**config.mk**
```make
export PLATFORM = sky130hd
export DESIGN_NAME = keypad_entry_ctrl_flat
export DESIGN_NICKNAME = d
export VERILOG_FILES = /design/src/rtl/keypad_entry_ctrl_pkg.sv /design/src/rtl/keypad_entry_ctrl_if.sv /design/src/rtl/keypad_entry_ctrl_timer.sv /design/src/rtl/keypad_entry_ctrl.sv /design/src/flat_wrapper.sv
export SDC_FILE = /design/constraint.sdc
export NUM_CORES = 1
export LEC_CHECK = 0
export CAP_MARGIN = 0
export CORE_MARGIN = 2
export CORE_UTILIZATION = 42
export CTS_CLUSTER_DIAMETER = 100
export DETAILED_ROUTE_END_ITERATION = 16
export GPL_TIMING_DRIVEN = 0
export MAX_ROUTING_LAYER = met4
export PLACE_DENSITY = 0.7
export SETUP_SLACK_MARGIN = 0.02
export SKIP_LAST_GASP = 1
export SYNTH_ARGS = -nofsm -noshare
export SYNTH_HDL_FRONTEND = slang
export SYNTH_SLANG_ARGS = --single-unit
```
**constraint.sdc**
```tcl
create_clock -name clk -period 4.75 [get_ports clk]
set_input_delay 0.475 -clock clk [delete_from_list [all_inputs] [get_ports clk]]
set_output_delay 0.475 -clock clk [all_outputs]
set_load 0.05 [all_outputs]
```
**src/rtl/keypad_entry_ctrl_pkg.sv**
```systemverilog
// Shared definitions for the keypad entry sequencer: key codes, key classes
// and the controller state encoding.
package keypad_pkg;

   localparam logic [3:0] KEY_ENTER = 4'hA;
   localparam logic [3:0] KEY_BKSP  = 4'hB;
   localparam logic [3:0] KEY_CLR   = 4'hC;

   typedef enum logic [1:0] {
      IDLE  = 2'd0,
      ENTRY = 2'd1,
      HOLD  = 2'd2
   } state_t;

   typedef enum logic [2:0] {
      KC_DIGIT,
      KC_ENTER,
      KC_BKSP,
      KC_CLR,
      KC_INVALID
   } key_class_t;

   function automatic key_class_t classify_key(input logic [3:0] code);
      if (code <= 4'd9) return KC_DIGIT;
      case (code)
         KEY_ENTER: return KC_ENTER;
         KEY_BKSP:  return KC_BKSP;
         KEY_CLR:   return KC_CLR;
         default:   return KC_INVALID;
      endcase
   endfunction

endpackage

```
**src/rtl/keypad_entry_ctrl_if.sv**
```systemverilog
// Key input and entry output bundle between scanner, controller and consumer.
// master = environment (scanner + consumer side), slave = the controller.
interface keypad_entry_ctrl_if #(
   parameter int NUM_DIGITS = 4,
   parameter int CNT_W      = 3
);
   logic                    key_valid;
   logic [3:0]              key_code;
   logic                    entry_ready;
   logic                    entry_valid;
   logic [4*NUM_DIGITS-1:0] entry_value;
   logic [CNT_W-1:0]        digit_count;
   logic                    key_reject;
   logic                    timeout;

   modport master (
      output key_valid, key_code, entry_ready,
      input  entry_valid, entry_value, digit_count, key_reject, timeout
   );

   modport slave (
      input  key_valid, key_code, entry_ready,
      output entry_valid, entry_value, digit_count, key_reject, timeout
   );
endinterface

```
**src/rtl/keypad_entry_ctrl_timer.sv**
```systemverilog
// Inactivity timer: counts enabled, uncleared cycles and flags the cycle in
// which the count reaches TIMEOUT_CYC-1.
module entry_idle_timer #(
   parameter int TIMEOUT_CYC = 250_000_000
) (
   input  logic clk,
   input  logic rst_n,
   input  logic enable,
   input  logic clear,
   output logic expire
);
   localparam int TW = (TIMEOUT_CYC > 1) ? $clog2(TIMEOUT_CYC) : 1;

   logic [TW-1:0] count;

   // A clear in the expiry cycle suppresses the pulse so a late key wins.
   assign expire = enable && !clear && (count == TW'(TIMEOUT_CYC - 1));

   // NOTE: sequential state uses non-blocking assignments so every register
   // samples pre-edge values regardless of process ordering.
   always_ff @(posedge clk or negedge rst_n) begin
      if (!rst_n)                        count <= '0;
      else if (clear || !enable || expire) count <= '0;
      else                               count <= count + TW'(1);
   end
endmodule

```
**src/rtl/keypad_entry_ctrl.sv**
```systemverilog
// Keypad entry sequencer: assembles BCD digits from scanner key strobes,
// handles edit keys and idle timeout, and offers the entry over valid/ready.
module keypad_entry_ctrl
   import keypad_pkg::*;
#(
   parameter int NUM_DIGITS  = 4,
   parameter int CNT_W       = 3,
   parameter int TIMEOUT_CYC = 250_000_000
) (
   input logic                clk,
   input logic                rst_n,
   keypad_entry_ctrl_if.slave bus
);
   localparam int VW = 4 * NUM_DIGITS;

   state_t           state, state_nxt;
   key_class_t       kclass;
   logic             expire;
   logic [VW-1:0]    value_q, value_d;
   logic [CNT_W-1:0] count_q, count_d;
   logic             valid_q, valid_d;
   logic             reject_q, reject_d;
   logic             timeout_q, timeout_d;

   assign kclass = classify_key(bus.key_code);

   entry_idle_timer #(.TIMEOUT_CYC(TIMEOUT_CYC)) u_timer (
      .clk    (clk),
      .rst_n  (rst_n),
      .enable (state == ENTRY),
      .clear  (bus.key_valid),
      .expire (expire)
   );

   always_ff @(posedge clk or negedge rst_n) begin
      if (!rst_n) begin
         state     <= IDLE;
         value_q   <= '0;
         count_q   <= '0;
         valid_q   <= 1'b0;
         reject_q  <= 1'b0;
         timeout_q <= 1'b0;
      end else begin
         state     <= state_nxt;
         value_q   <= value_d;
         count_q   <= count_d;
         valid_q   <= valid_d;
         reject_q  <= reject_d;
         timeout_q <= timeout_d;
      end
   end

   // NOTE: every combinational output gets a default first so no path can
   // leave it unassigned and infer a latch.
   always_comb begin
      state_nxt = state;
      case (state)
         IDLE: if (bus.key_valid && kclass == KC_DIGIT) state_nxt = ENTRY;
         ENTRY: begin
            if (bus.key_valid) begin
               case (kclass)
                  KC_ENTER: state_nxt = HOLD;
                  KC_CLR:   state_nxt = IDLE;
                  KC_BKSP:  if (count_q == CNT_W'(1)) state_nxt = IDLE;
                  default:  state_nxt = ENTRY;
               endcase
            end else if (expire) begin
               state_nxt = IDLE;
            end
         end
         HOLD: if (valid_q && bus.entry_ready) state_nxt = IDLE;
         default: state_nxt = IDLE;
      endcase
   end

   always_comb begin
      value_d   = value_q;
      count_d   = count_q;
      reject_d  = 1'b0;
      timeout_d = 1'b0;
      case (state)
         IDLE: begin
            if (bus.key_valid) begin
               if (kclass == KC_DIGIT) begin
                  value_d = (value_q << 4) | VW'(bus.key_code);
                  count_d = CNT_W'(1);
               end else if (kclass == KC_INVALID) begin
                  reject_d = 1'b1;
               end
            end
         end
         ENTRY: begin
            if (bus.key_valid) begin
               case (kclass)
                  KC_DIGIT: begin
                     if (count_q < CNT_W'(NUM_DIGITS)) begin
                        value_d = (value_q << 4) | VW'(bus.key_code);
                        count_d = count_q + CNT_W'(1);
                     end else begin
                        reject_d = 1'b1;
                     end
                  end
                  KC_BKSP: begin
                     value_d = value_q >> 4;
                     count_d = count_q - CNT_W'(1);
                  end
                  KC_CLR: begin
                     value_d = '0;
                     count_d = '0;
                  end
                  KC_INVALID: reject_d = 1'b1;
                  default: ;
               endcase
            end else if (expire) begin
               value_d   = '0;
               count_d   = '0;
               timeout_d = 1'b1;
            end
         end
         HOLD: begin
            reject_d = bus.key_valid;
            if (valid_q && bus.entry_ready) begin
               value_d = '0;
               count_d = '0;
            end
         end
         default: begin
            value_d = '0;
            count_d = '0;
         end
      endcase
      valid_d = (state_nxt == HOLD);
   end

   assign bus.entry_valid = valid_q;
   assign bus.entry_value = value_q;
   assign bus.digit_count = count_q;
   assign bus.key_reject  = reject_q;
   assign bus.timeout     = timeout_q;

endmodule

```
**src/flat_wrapper.sv**
```systemverilog
// flat-port wrapper written by rule: the top's interface ports become plain ports
module keypad_entry_ctrl_flat import keypad_pkg::*;
#(
   parameter int NUM_DIGITS  = 4,
   parameter int CNT_W       = 3,
   parameter int TIMEOUT_CYC = 250_000_000
)
  (clk, rst_n, bus_key_valid, bus_key_code, bus_entry_ready, bus_entry_valid, bus_entry_value, bus_digit_count, bus_key_reject, bus_timeout);
  keypad_entry_ctrl_if #(.NUM_DIGITS(NUM_DIGITS), .CNT_W(CNT_W)) bus_i ();
  input logic clk;
  input logic rst_n;
  input wire logic [$bits(bus_i.key_valid)-1:0] bus_key_valid;
  input wire logic [$bits(bus_i.key_code)-1:0] bus_key_code;
  input wire logic [$bits(bus_i.entry_ready)-1:0] bus_entry_ready;
  output wire logic [$bits(bus_i.entry_valid)-1:0] bus_entry_valid;
  output wire logic [$bits(bus_i.entry_value)-1:0] bus_entry_value;
  output wire logic [$bits(bus_i.digit_count)-1:0] bus_digit_count;
  output wire logic [$bits(bus_i.key_reject)-1:0] bus_key_reject;
  output wire logic [$bits(bus_i.timeout)-1:0] bus_timeout;
  assign bus_i.key_valid = bus_key_valid;
  assign bus_i.key_code = bus_key_code;
  assign bus_i.entry_ready = bus_entry_ready;
  assign bus_entry_valid = bus_i.entry_valid;
  assign bus_entry_value = bus_i.entry_value;
  assign bus_digit_count = bus_i.digit_count;
  assign bus_key_reject = bus_i.key_reject;
  assign bus_timeout = bus_i.timeout;
  keypad_entry_ctrl #(.NUM_DIGITS(NUM_DIGITS), .CNT_W(CNT_W), .TIMEOUT_CYC(TIMEOUT_CYC)) u_core (.clk(clk), .rst_n(rst_n), .bus(bus_i));
endmodule
```
==> impl_metrics.csv <==
group,metric,value,unit
floorplan,start_util,43.6,%
timing,setup_ws,1.88,ns
global_routing,antenna_found_initial,0,
layout,num_antenna_cells,0,
layout,fin_cells,394,
floorplan,dieArea,0.00726,mm^2
clocking,post-cts-setup-buffer-count,0,
clocking,cts_tree,"done",
layout,fin_util,51.1,%
critical_path,cpPeakStageDelay,0.67,ns
clocking,post_cts_resized,0,
clocking,cts_root_buffer,"clkbuf_8",
global_routing,grt.busiest_layer,"met2",
min_path,hold_path.class,"in2async",
critical_path,worstSetupEndpointType,"register",
critical_path,crit_path_frequent_cell,"buf_6",
synthesis,ys_ff_latch,52,
layout,post-route-cell-area,0.00324,mm^2
critical_path,critical_path_required,4.94,ns
floorplan,die_w,85.2,um
flow_run,max_cap_viol_count,0,
global_routing,use_met1,25.7,%
clocking,clk_pin_slew,0.10,ns
routing,postRouteAntennaNets,0,
clocking,cts_max_path_buffers,2,
floorplan,coreArea,0.00635,mm^2
synthesis,ys_types,45,
place,placed_cells,386,
synthesis,async_reset_ff_share,100,%
timing,finalHoldViolations,0,
floorplan,rows,29,
place,dp_hpwl,4250,um
place,port_buffers,27,
critical_path,worstPathArrival,3.06,ns
timing,drv_slew,0,
clocking,clock_latency,0.31,ns
power_and_ir_drop,vdd_drop_max,0.270,mV
global_routing,overflow,0,
power_and_ir_drop,p_total,1.28,mW
synthesis,synth_edf_count,0,
timing,setup_viol,0,
routing,drc_errors,0,
global_routing,grtUsageMet2,27.1,%
floorplan,fp.dieH,85.2,um
synthesis,synth_cells,281,
timing,fin_crit,2.87,ns
timing,max_slew_margin,19.4,%
routing,wl,6010,um
global_routing,grt_start_max_net_pins,31,
global_routing,track_usage,18.1,%
place,dp_slack,1.55,ns
timing,max_freq,349,MHz
clocking,cts_made_buffers,5,
routing,drtIter0Drc,201,
clocking,cts.sinks,52,
clocking,postCtsHoldBufs,0,
power_and_ir_drop,pwr_density_cell,396,mW/mm^2
critical_path,critical_path_class,"in2reg",
timing,skew,0.0141,ns
synthesis,yosysWarnings,0,
critical_path,worstSetupStartpointType,"input port",
routing,detail_route.first_pass.iterations,4,
synthesis,synth_nets,293,
place,place_area,0.00315,mm^2
floorplan,ios,30,
critical_path,cp_cell_sequence,"clkdlybuf4s50_1 > o21ai_0 > a22o_1 > a22oi_1 > and2_1 > buf_6 > buf_6 > mux2_1",
timing,rsz0062_at_grt,"no",
place,gp_congestion,0.869,
global_routing,grt_pass1_wl,10300,um
routing,routed-via-count,2187,
synthesis,seq_area_frac_synth,47.0,%
synthesis,syn_avg_cell_area,9.86,um^2
run_status,status,"finished, final reports clean",
timing,finalCritPeriodShare,60.3,%
timing,holdWs,0.135,ns
synthesis,synth_area,0.00277,mm^2
global_routing,grt_pass1_vias,2063,
critical_path,worst-path-max-fanout,10,
timing,worst_pin_slew,1.20,ns
critical_path,critPathSlowestCell,"clkdlybuf4s50_1",
synthesis,ys.flop_type,"dfrtp_1",
routing,avgViaCountPerCell,5.55,
routing,wire_per_inst,15.3,um
timing,finalSetupTns,0,ns
global_routing,use_met3,3.11,%
clocking,cts_max_level,2,
layout,nNetsFinal,328,
layout,drive_gt1_share,8.52,%
power_and_ir_drop,leakage,1.33,nW
layout,area_delta_synth_final,17.0,%
registers in the layout, indices dropped and copies added, names as in the netlist:
register / flops
u_core.bus.key_reject: 1
u_core.bus.timeout: 1
u_core.bus.entry_value: 16
u_core.bus.entry_valid: 1
u_core.state: 2
u_core.bus.digit_count: 3
u_core.u_timer.count: 28
cell usage after synthesis, drive strengths merged (2+ instances only):
cell / n / share of area, %
nor2b: 2 / 0.45
a22o: 11 / 3.5
o21ai: 16 / 2.9
xor2: 20 / 6.3
nand2: 21 / 2.8
a21oi: 4 / 0.72
buf: 4 / 1.2
nand2b: 2 / 0.45
and3b: 2 / 0.63
o22ai: 2 / 0.45
nand3: 19 / 3.4
or3: 3 / 0.68
ha: 4 / 1.8
xnor2: 5 / 1.6
o21a: 2 / 0.54
dfrtp: 52 / 47
mux2: 13 / 5.3
nor3: 3 / 0.54
inv: 10 / 1.4
nand4: 12 / 2.7
nor4bb: 2 / 0.72
nor4: 3 / 0.90
o31ai: 3 / 1.3
and3: 7 / 1.6
clkbuf: 8 / 1.1
nor2: 31 / 4.2
a21boi: 2 / 0.54
and2: 3 / 0.68
nand3b: 4 / 1.1
worst paths after layout:
check                                             startpoint                               endpoint  slack, ns  cells after the start
setup / recovery                             bus_key_code[3]  u_core.bus.entry_value[9]$_DFFE_PN0P_       1.88                      8
hold / removal                                         rst_n  u_core.bus.entry_value[0]$_DFFE_PN0P_       0.13                      1
setup reg to reg                   u_core.state[1]$_DFF_PN0_  u_core.bus.entry_value[9]$_DFFE_PN0P_       2.23                      7
hold reg to reg            u_core.u_timer.count[0]$_DFF_PN0_      u_core.u_timer.count[0]$_DFF_PN0_       0.53                      1
max in group asynchronous                              rst_n      u_core.u_timer.count[3]$_DFF_PN0_       4.07                      2
min in group clk           u_core.u_timer.count[0]$_DFF_PN0_      u_core.u_timer.count[0]$_DFF_PN0_       0.53                      1
cell type report:
type	instances	area, um^2
Fill cell	566	3110
Multi-Input combinational cell	207	1370
Sequential cell	52	1300
Timing Repair Buffer	28	285
Tap cell	77	96.3
Clock buffer	8	90.1
Buffer	12	63.8
Inverter	10	37.5
critical path: cells and delay by family:
family	cells	cell delay, ns
AOI/OAI and AO/OA	3	1.03
muxes	1	0.32
and+or+nand+nor	1	0.24
buffers and inverters	3	0.98
cell families after synthesis:
group | after synthesis | synth area share, %
buffers and inverters | 22 | 3.66
flip-flops | 52 | 47.0
adder cells (fa/ha/maj) | 4 | 1.81
multiplexers | 13 | 5.28
AND/OR/NAND/NOR | 120 | 23.0
XOR/XNOR | 25 | 7.90
AO/OA/AOI/OAI | 45 | 11.4
layer usage:
metal  vias up  share of wire [%]
met3         5                3.6
li1       1070                  -
met5         -                  0
met4         0                1.1
met2        51                 46
met1      1061                 49
where the power goes:
group	switching, mW	total [mW]	internal [mW]	leakage, nW
Clock	0.145	0.264	0.119	0.0455
Sequential	0.0539	0.549	0.495	0.708
Combinational	0.298	0.470	0.172	0.577
placed cells by master (no fill, tap or decap), types with 2 or more instances in the layout:
cell type	instances
buf_6	2
a21boi_0	2
mux2_2	10
a21oi_1	4
or3_1	3
inv_1	10
xor2_1	20
clkdlybuf4s50_1	26
nand4_1	12
clkbuf_1	9
nor2_1	31
nand3_1	19
nor4_1	2
nand2b_1	2
nor4bb_1	2
o22ai_1	2
o21a_1	2
clkbuf_8	6
and2_1	3
nor3_1	3
o31ai_1	2
buf_2	3
o21ai_0	16
ha_1	4
mux2_1	3
nand3b_1	4
nor2b_1	2
a22o_1	11
xnor2_1	5
and3b_1	2
and3_1	7
dfrtp_1	52
nand2_1	21
(Power assumes the default switching activity.)
